--- src/rtl/uart_tx_engine.sv ---
// uart_tx_engine: UART transmit serialiser.
// Takes a byte on a load strobe and frames it as 11 bit-times, LSB first:
// a start bit, 7 or 8 data bits, an optional parity bit, then stop bits
// (unused tail slots are padded with 1). Each bit is held baud_k clocks.
// Optional feature macro: UART_TX_HOLD_EN adds a one-deep holding register
// so the next byte can be queued while a frame is still on the line.
//
//  state   | meaning
//  --------+-----------------------------------------------------------
//  S_IDLE  | line idle (tx=1), waiting for an accepted load
//  S_SHIFT | frame on the line, baud/bit counters running

module uart_tx_engine #(
  parameter int BAUD_W = 19
) (
  input  logic              clk,
  input  logic              reset,
  input  logic [BAUD_W-1:0] baud_k,
  input  logic              eight,
  input  logic              pen,
  input  logic              ohel,
  input  logic              load,
  input  logic [7:0]        out_port,
  output logic              tx,
  output logic              tx_rdy,
  output logic              tx_done
);

  typedef enum logic {
    S_IDLE  = 1'b0,
    S_SHIFT = 1'b1
  } state_t;

  localparam logic [10:0] FRAME_IDLE = 11'h7FF;
  localparam logic [3:0]  LAST_BIT   = 4'd10;

  state_t            state_q;
  logic [10:0]       shift_q;
  logic [BAUD_W-1:0] baud_cnt_q;
  logic [3:0]        bit_cnt_q;
  logic              tx_rdy_q;
  logic              tx_done_q;

  logic [BAUD_W-1:0] baud_last;
  logic              baud_term;
  logic              frame_end;
  logic              accept;
  logic [10:0]       frame_d;

`ifdef UART_TX_HOLD_EN
  logic [7:0]        hold_data_q;
  logic              hold_eight_q;
  logic              hold_pen_q;
  logic              hold_ohel_q;
  logic              hold_full_q;
  logic [10:0]       hold_frame_d;
`endif

  // Assemble the 11-bit line image (bit 0 goes out first).
  function automatic logic [10:0] build_frame(input logic [7:0] d,
                                              input logic       e,
                                              input logic       p,
                                              input logic       o);
    logic        par;
    logic [10:0] f;
    if (e) begin
      par = (^d) ^ o;
      f   = p ? {1'b1, par, d, 1'b0} : {2'b11, d, 1'b0};
    end else begin
      par = (^d[6:0]) ^ o;
      f   = p ? {2'b11, par, d[6:0], 1'b0} : {3'b111, d[6:0], 1'b0};
    end
    return f;
  endfunction

  // Bit-period compare and frame assembly; divisors 0/1 behave as 2.
  // The >= compare keeps a mid-frame baud_k reduction from running the
  // counter through a full wrap.
  always_comb begin
    baud_last = (baud_k < BAUD_W'(2)) ? BAUD_W'(1) : (baud_k - BAUD_W'(1));
    baud_term = (baud_cnt_q >= baud_last);
    frame_end = (state_q == S_SHIFT) && baud_term && (bit_cnt_q == LAST_BIT);
    accept    = load && tx_rdy_q;
    frame_d   = build_frame(out_port, eight, pen, ohel);
`ifdef UART_TX_HOLD_EN
    hold_frame_d = build_frame(hold_data_q, hold_eight_q, hold_pen_q, hold_ohel_q);
`endif
  end

  // Transmit FSM: load, bit timing, shifting and handshake outputs.
  always_ff @(posedge clk) begin
    if (reset) begin
      state_q    <= S_IDLE;
      shift_q    <= FRAME_IDLE;
      baud_cnt_q <= '0;
      bit_cnt_q  <= '0;
      tx_rdy_q   <= 1'b1;
      tx_done_q  <= 1'b0;
`ifdef UART_TX_HOLD_EN
      hold_data_q  <= '0;
      hold_eight_q <= 1'b0;
      hold_pen_q   <= 1'b0;
      hold_ohel_q  <= 1'b0;
      hold_full_q  <= 1'b0;
`endif
    end else begin
      tx_done_q <= 1'b0;
      case (state_q)
        S_IDLE: begin
          if (accept) begin
            shift_q    <= frame_d;
            baud_cnt_q <= '0;
            bit_cnt_q  <= '0;
            state_q    <= S_SHIFT;
`ifndef UART_TX_HOLD_EN
            tx_rdy_q   <= 1'b0;
`endif
          end
        end
        S_SHIFT: begin
          if (!baud_term) begin
            baud_cnt_q <= baud_cnt_q + BAUD_W'(1);
          end else if (bit_cnt_q != LAST_BIT) begin
            baud_cnt_q <= '0;
            bit_cnt_q  <= bit_cnt_q + 4'd1;
            shift_q    <= {1'b1, shift_q[10:1]};
          end else begin
            tx_done_q  <= 1'b1;
            baud_cnt_q <= '0;
            bit_cnt_q  <= '0;
`ifdef UART_TX_HOLD_EN
            // A queued byte starts on this same edge: no idle gap.
            if (hold_full_q) begin
              shift_q     <= hold_frame_d;
              hold_full_q <= 1'b0;
              tx_rdy_q    <= 1'b1;
            end else if (accept) begin
              shift_q <= frame_d;
            end else begin
              shift_q <= FRAME_IDLE;
              state_q <= S_IDLE;
            end
`else
            shift_q  <= FRAME_IDLE;
            tx_rdy_q <= 1'b1;
            state_q  <= S_IDLE;
`endif
          end
`ifdef UART_TX_HOLD_EN
          // A load landing exactly on the frame end went straight to the
          // shift register above, so only mid-frame loads fill the hold.
          if (accept && !frame_end) begin
            hold_data_q  <= out_port;
            hold_eight_q <= eight;
            hold_pen_q   <= pen;
            hold_ohel_q  <= ohel;
            hold_full_q  <= 1'b1;
            tx_rdy_q     <= 1'b0;
          end
`endif
        end
      endcase
    end
  end

  assign tx      = shift_q[0];
  assign tx_rdy  = tx_rdy_q;
  assign tx_done = tx_done_q;

endmodule
--- config.mk ---
export PLATFORM = sky130hd
export DESIGN_NAME = uart_tx_engine
export DESIGN_NICKNAME = d
export VERILOG_FILES = /design/src/rtl/uart_tx_engine.sv
export SDC_FILE = /design/constraint.sdc
export NUM_CORES = 1
export LEC_CHECK = 0
export CELL_PAD_IN_SITES_DETAIL_PLACEMENT = 2
export CELL_PAD_IN_SITES_GLOBAL_PLACEMENT = 2
export CORE_AREA = 4 4 96 98
export CTS_BUF_LIST = sky130_fd_sc_hd__clkbuf_4 sky130_fd_sc_hd__clkbuf_8
export DETAILED_ROUTE_END_ITERATION = 7
export DIE_AREA = 0 0 100 102
export HOLD_SLACK_MARGIN = 0.05
export PLACE_DENSITY_LB_ADDON = 0.1
export SLEW_MARGIN = 10
export SYNTH_ARGS = -nofsm -noshare
export SYNTH_HDL_FRONTEND = slang
export SYNTH_SLANG_ARGS = --single-unit
--- constraint.sdc ---
create_clock -name clk -period 6.06 [get_ports clk]
set_clock_uncertainty 0.1 [all_clocks]
set_input_delay 1.515 -clock clk [delete_from_list [all_inputs] [get_ports clk]]
set_output_delay 1.515 -clock clk [all_outputs]
set_load 0.01 [all_outputs]
; After elaboration in Yosys (flattened, before gate mapping)
; Index checks and enable logic that the tools add are counted.
[word_totals]
in_bits = 33
register_bits = 37
latch_bits = 0
wordCells = 49
memories = 0
mem_bits_rw = 0
output_inout_bits = 3
mem_bits_ro = 0
[classes]
multipliers = 0
div_mod_pow = 0
reduce_logical = 6
add_sub_neg = 3
muxes = 24
shift = 0
n_eq_ne = 4
bitwise_logic = 4
magnitude_cmp = 2
[ops]
columns = operator, count
row1 = 19-bit two-way mux, 3
row2 = 19-bit case mux with 2 select lines, 1
row3 = 10-bit two-way mux, 3
row4 = 11-bit two-way mux, 2
row5 = 11-bit case mux with 2 select lines, 1
row6 = "19-bit by 1-bit adder with 19-bit output, second input constant", 1
row7 = 19-bit >= comparator, 1
row8 = "19-bit by 2-bit < comparator with 1-bit output, second input constant", 1
row9 = "19-bit by 1-bit subtractor with 19-bit output, second input constant", 1
row10 = 4-bit two-way mux, 3
row11 = 9-bit two-way mux, 1
row12 = 4-bit case mux with 2 select lines, 1
row13 = 8-bit parity, 1
row14 = 1-bit two-way mux, 7
row15 = 7-bit parity, 1
row16 = "4-bit by 1-bit adder with 4-bit output, second input constant", 1
row17 = "2-bit != test, second input constant", 2
row18 = "4-bit != test, second input constant", 1
row19 = 1-bit case mux with 2 select lines, 2
row20 = 3-bit AND reduction, 1
row21 = 3-bit OR reduction, 1
row22 = "2-bit by 1-bit != test with 1-bit output, second input constant", 1
row23 = 1-bit inverter, 2
row24 = 2-bit AND reduction, 1
row25 = 2 further kinds, 3

; Depth between registers and ports, before layout
[depth]
word_depth = 6
mapped_depth = 14
ltp_nobuf = 13

; Worst setup path before layout
; OpenSTA, ideal clock, no wires.
[synth_timing]
path_kind = in2reg
start = input baud_k[14]
end = register shift_q[7]
setup_slack_ps = 1103
arrival_time_ps = 4738
n_path_buf = 2
cell_stages = 13
cell_sequence = or4_1 nor4_1 nand4_1 clkbuf_1 nand2_1 ha_1 nand4_1 nor3_1 or3_1 a211oi_2 buf_6 a2111oi_0 a211o_1
[synth_via]
elab_chain_len = 5
word_cells_on_any_way = 6
[synth_lines]
columns = element, line
row1 = start: declaration, 18  ; input logic [BAUD_W-1:0] baud_k,
row2 = 19-bit by 1-bit subtractor with 19-bit output or 19-bit by 2-bit < comparator with 1-bit output (tied branches), 80  ; baud_last = (baud_k < BAUD_W'(2)) ? BAUD_W'(1) : (baud_k - BAUD_W'(1));
row3 = 19-bit two-way mux *, 80
row4 = 19-bit >= comparator *, 81  ; baud_term = (baud_cnt_q >= baud_last);
row5 = 2-bit by 1-bit != test with 1-bit output (no line) *, --
row6 = 2-bit AND reduction (no line) *, --
row7 = end signal: assignment, 111  ; shift_q <= frame_d;
row8 = end signal: assignment, 126  ; shift_q <= {1'b1, shift_q[10:1]};
row9 = end: declaration, 38  ; logic [10:0] shift_q;
; Mark *: on every way between the ends. The rest lies on a longest branch, timed or not.
; A chain may end at the register's enable or synchronous reset.

; Worst setup path in the final report
[layout_timing]
start = input baud_k[6]
end = register shift_q[8]
; The elaborated chain is that of the path after synthesis.

==> impl_metrics.tcl <==
set metrics [dict create \
    status "completed" \
    dieArea_um2 10200 \
    switchingPower_mw 0.174 \
    wl_per_cell_um 16.9 \
    ys.flop_type "dfxtp_1" \
    via_count 2731 \
    regToRegSetupSlack_ns 3.32 \
    ys_warn_count 0 \
    cts_inserted_buffers 5 \
    syn2layout_area_growth_pct 20.4 \
    holdCritPathClass "flop to flop" \
    cap_violations 0 \
    pwr-share-comb_pct 22.0 \
    crit_path_end_kind "flop" \
    grt_first_pass_wirelength_um 14100 \
    finalSetupViolations 0 \
    r2r-end "shift_q[8]" \
    p_leak_nw 1.22 \
    crit_required_ns 6.20 \
    netlist_top_cells_area "dfxtp_1 (27%), ha_1 (11%), nand2_1 (6.4%), nor2_1 (5.3%), xor2_1 (4.9%)" \
    arrival_ns 5.69 \
    grt_usage_pct 16.9 \
    place_hpwl_um 6330 \
    internal-power_mw 0.386 \
    synth_edf_count 0 \
    first_global_vias 2916 \
    drt_iter0_markers 102 \
    clockBufferDepth 2 \
    io_buffers 35 \
    die_w_um 100 \
    start_kind "input pin" \
    postCtsSetupBuffers 0 \
    max_freq_ghz 0.180 \
    syn_inst 342 \
    synth-seq-cells 36 \
    fin_tns_setup_ns 0 \
    post_drt_via_cell_ratio 5.62 \
    fp.dieH_um 102 \
    clk_pin_slew_ns 0.08 \
    ant_nets 0 \
    start_util_pct 31.8 \
    seq_area_frac_synth_pct 26.8 \
    post_dp_cell_area_um2 3140 \
    syn_area_um2 2690 \
    grt_max_degree 29 \
    cts_resized 0 \
    holdPathEnd "shift_q[5]" \
    path_max_fanout 17 \
    p_per_area_nw_per_um2 173 \
    final_area_um2 3240 \
    clockRootBuffer "clkbuf_8" \
    synth_top_area_share_pct 26.8 \
    worstMarginPinSlew_ns 0.978 \
    n_antenna_cell 0 \
    gp_congestion 0.754 \
    period_share_pct 91.5 \
    seqPwrFrac_pct 46.2 \
    ios 36 \
    yosysTopAreaCell "dfxtp_1" \
    antenna_found_initial 0 \
    rows 34 \
    hold_buffers 0 \
    hp-start "shift_q[5]" \
    cts_tree "built" \
    core_um2 8470 \
    ir_drop_uv 82.4 \
    hold_viol_final 0 \
    relSlewSlack_pct 34.6 \
    htreeDepth 2 \
    crit_type "input pin to flop" \
    rr_worst_depth 9 \
    postSynthAreaPerCell_um2 7.86 \
    synth_nets 398 \
    clk_latency_ns 0.30 \
    p_total_mw 0.560 \
    layout.nets 433 \
    swShare_pct 31.0 \
    r2r_start "baud_cnt_q[0]" \
    dr.pass1.iters 4 \
    numClockSinks 36 \
    layout-drive-gt1-share_pct 6.35 \
    fin_crit_ns 5.55 \
    synth.distinct_cells 52 \
    maxSlewViolCount 0 \
    routed_wl_um 8200 \
    clock_power_share_pct 31.9 \
    hold_depth 1 \
    remaining_drc_errors 0 \
    async_flop_share_pct 0 \
    overflow 0 \
    rsz0062_at_grt "no" \
]
## stage by stage
stage,util (%),hold slack (ns),setup slack [ns],std cells
floorplan,-,0.336,1.10,342
global placement,37.1,0.349,0.434,478
detailed placement,37.1,0.356,0.226,478
CTS,38.2,0.374,0.505,486
global route,38.3,0.391,0.0677,486
finish,38.3,0.369,0.513,486
## cell usage in the layout (no fill, tap or decap), types with 2 or more instances in the layout
master,count
o211ai_1,7
or2_2,3
a21o_1,2
nand4_1,10
o311ai_0,7
nor2_1,37
nand2_1,46
a221o_1,2
dfxtp_1,36
clkbuf_8,5
clkinv_2,2
a211o_1,9
nor2b_1,3
o22ai_1,2
o21ai_0,14
nand2b_1,2
inv_1,9
a211oi_1,2
xor2_1,15
or3_1,6
a21oi_1,8
a2111oi_0,8
nor3_1,12
nand3_1,21
xnor2_1,13
nor4_1,6
clkdlybuf4s50_1,35
and3_1,3
a22o_1,2
buf_4,5
ha_1,23
or4_1,2
## cells in the mapped netlist, types with 2 or more instances
master	n
a211oi_1	2
o21ai_0	14
or3_1	6
a221o_1	2
clkbuf_1	6
a211o_1	9
nand3_1	21
inv_1	9
a21oi_1	9
ha_1	23
xnor2_1	13
or4_1	2
nand4_1	10
nor4_1	6
nor2b_1	3
buf_2	2
o311ai_0	7
nor2_1	38
and3_1	3
a2111oi_0	8
o22ai_1	2
a21o_1	2
nor3_1	12
dfxtp_1	36
xor2_1	15
o211ai_1	7
nand2b_1	2
or2_2	3
a22o_1	2
nand2_1	46
## worst max-delay path by stage
stage / startpoint / to / slack (ns) / cells past startpoint
2_1_floorplan: baud_k[14] / shift_q[7] / 1.10 / 13
3_3_place_gp: baud_k[6] / shift_q[8] / 0.43 / 15
3_5_place_dp: baud_k[6] / shift_q[8] / 0.23 / 15
4_1_cts: baud_k[6] / shift_q[8] / 0.51 / 15
5_1_grt: baud_k[6] / shift_q[8] / 0.07 / 15
6_report: baud_k[6] / shift_q[8] / 0.51 / 15
## layer usage
layer	part of all wire (%)	vias to the layer above	global-route usage, %
met1	46	1328	20.3
li1	-	1336	-
met3	3.1	12	2.39
met5	0	-	0
met4	1.6	0	4.56
met2	50	55	31.5
## cell type report
class,count,area (µm²)
Sequential cell,36,721
Timing Repair Buffer,40,388
Fill cell,1003,5230
Clock inverter,3,18.8
Inverter,9,33.8
Multi-Input combinational cell,285,1870
Tap cell,108,135
Clock buffer,5,68.8
## cells by family after synthesis
kind of cell    count (synthesis)  synth area share [%]
buf+inv                        21                  3.77
compound gates                 74                  21.0
flops                          36                  26.8
fa+ha+maj                      23                  10.7
mux                             1                 0.372
simple gates                  159                  28.2
xor+xnor                       28                  9.12
## power groups by stage
| stage | combinational [mW] | sequential, mW | clock [mW] |
|---|---|---|---|
| 2_1_floorplan | 0.0755 | 0.259 | 0 |
| 3_5_place_dp | 0.124 | 0.264 | 0 |
| 6_report | 0.123 | 0.258 | 0.178 |
| 5_1_grt | 0.139 | 0.261 | 0.193 |
| 3_3_place_gp | 0.119 | 0.264 | 0 |
| 4_1_cts | 0.125 | 0.258 | 0.187 |
## flip-flops by register name, indices dropped and copies added, names as in the netlist
| signal | flops |
|---|---|
| baud_cnt_q | 19 |
| shift_q | 10 |
| bit_cnt_q | 4 |
| state_q | 1 |
| tx_done | 1 |
| tx_rdy | 1 |
## worst max-delay path, stage by stage
cell and delay (ns):
clkdlybuf4s50_1 0.45, or3_1 0.42, nor4_1 0.46, and3_1 0.34
nor2b_1 0.19, xor2_1 0.16, nand2_1 0.08, ha_1 0.27
nand4_1 0.17, o21ba_2 0.28, o21ai_0 0.41, a211oi_2 0.06
buf_4 0.23, a2111oi_0 0.43, a221o_1 0.20
No activity file was read; power rests on OpenSTA's default activity.
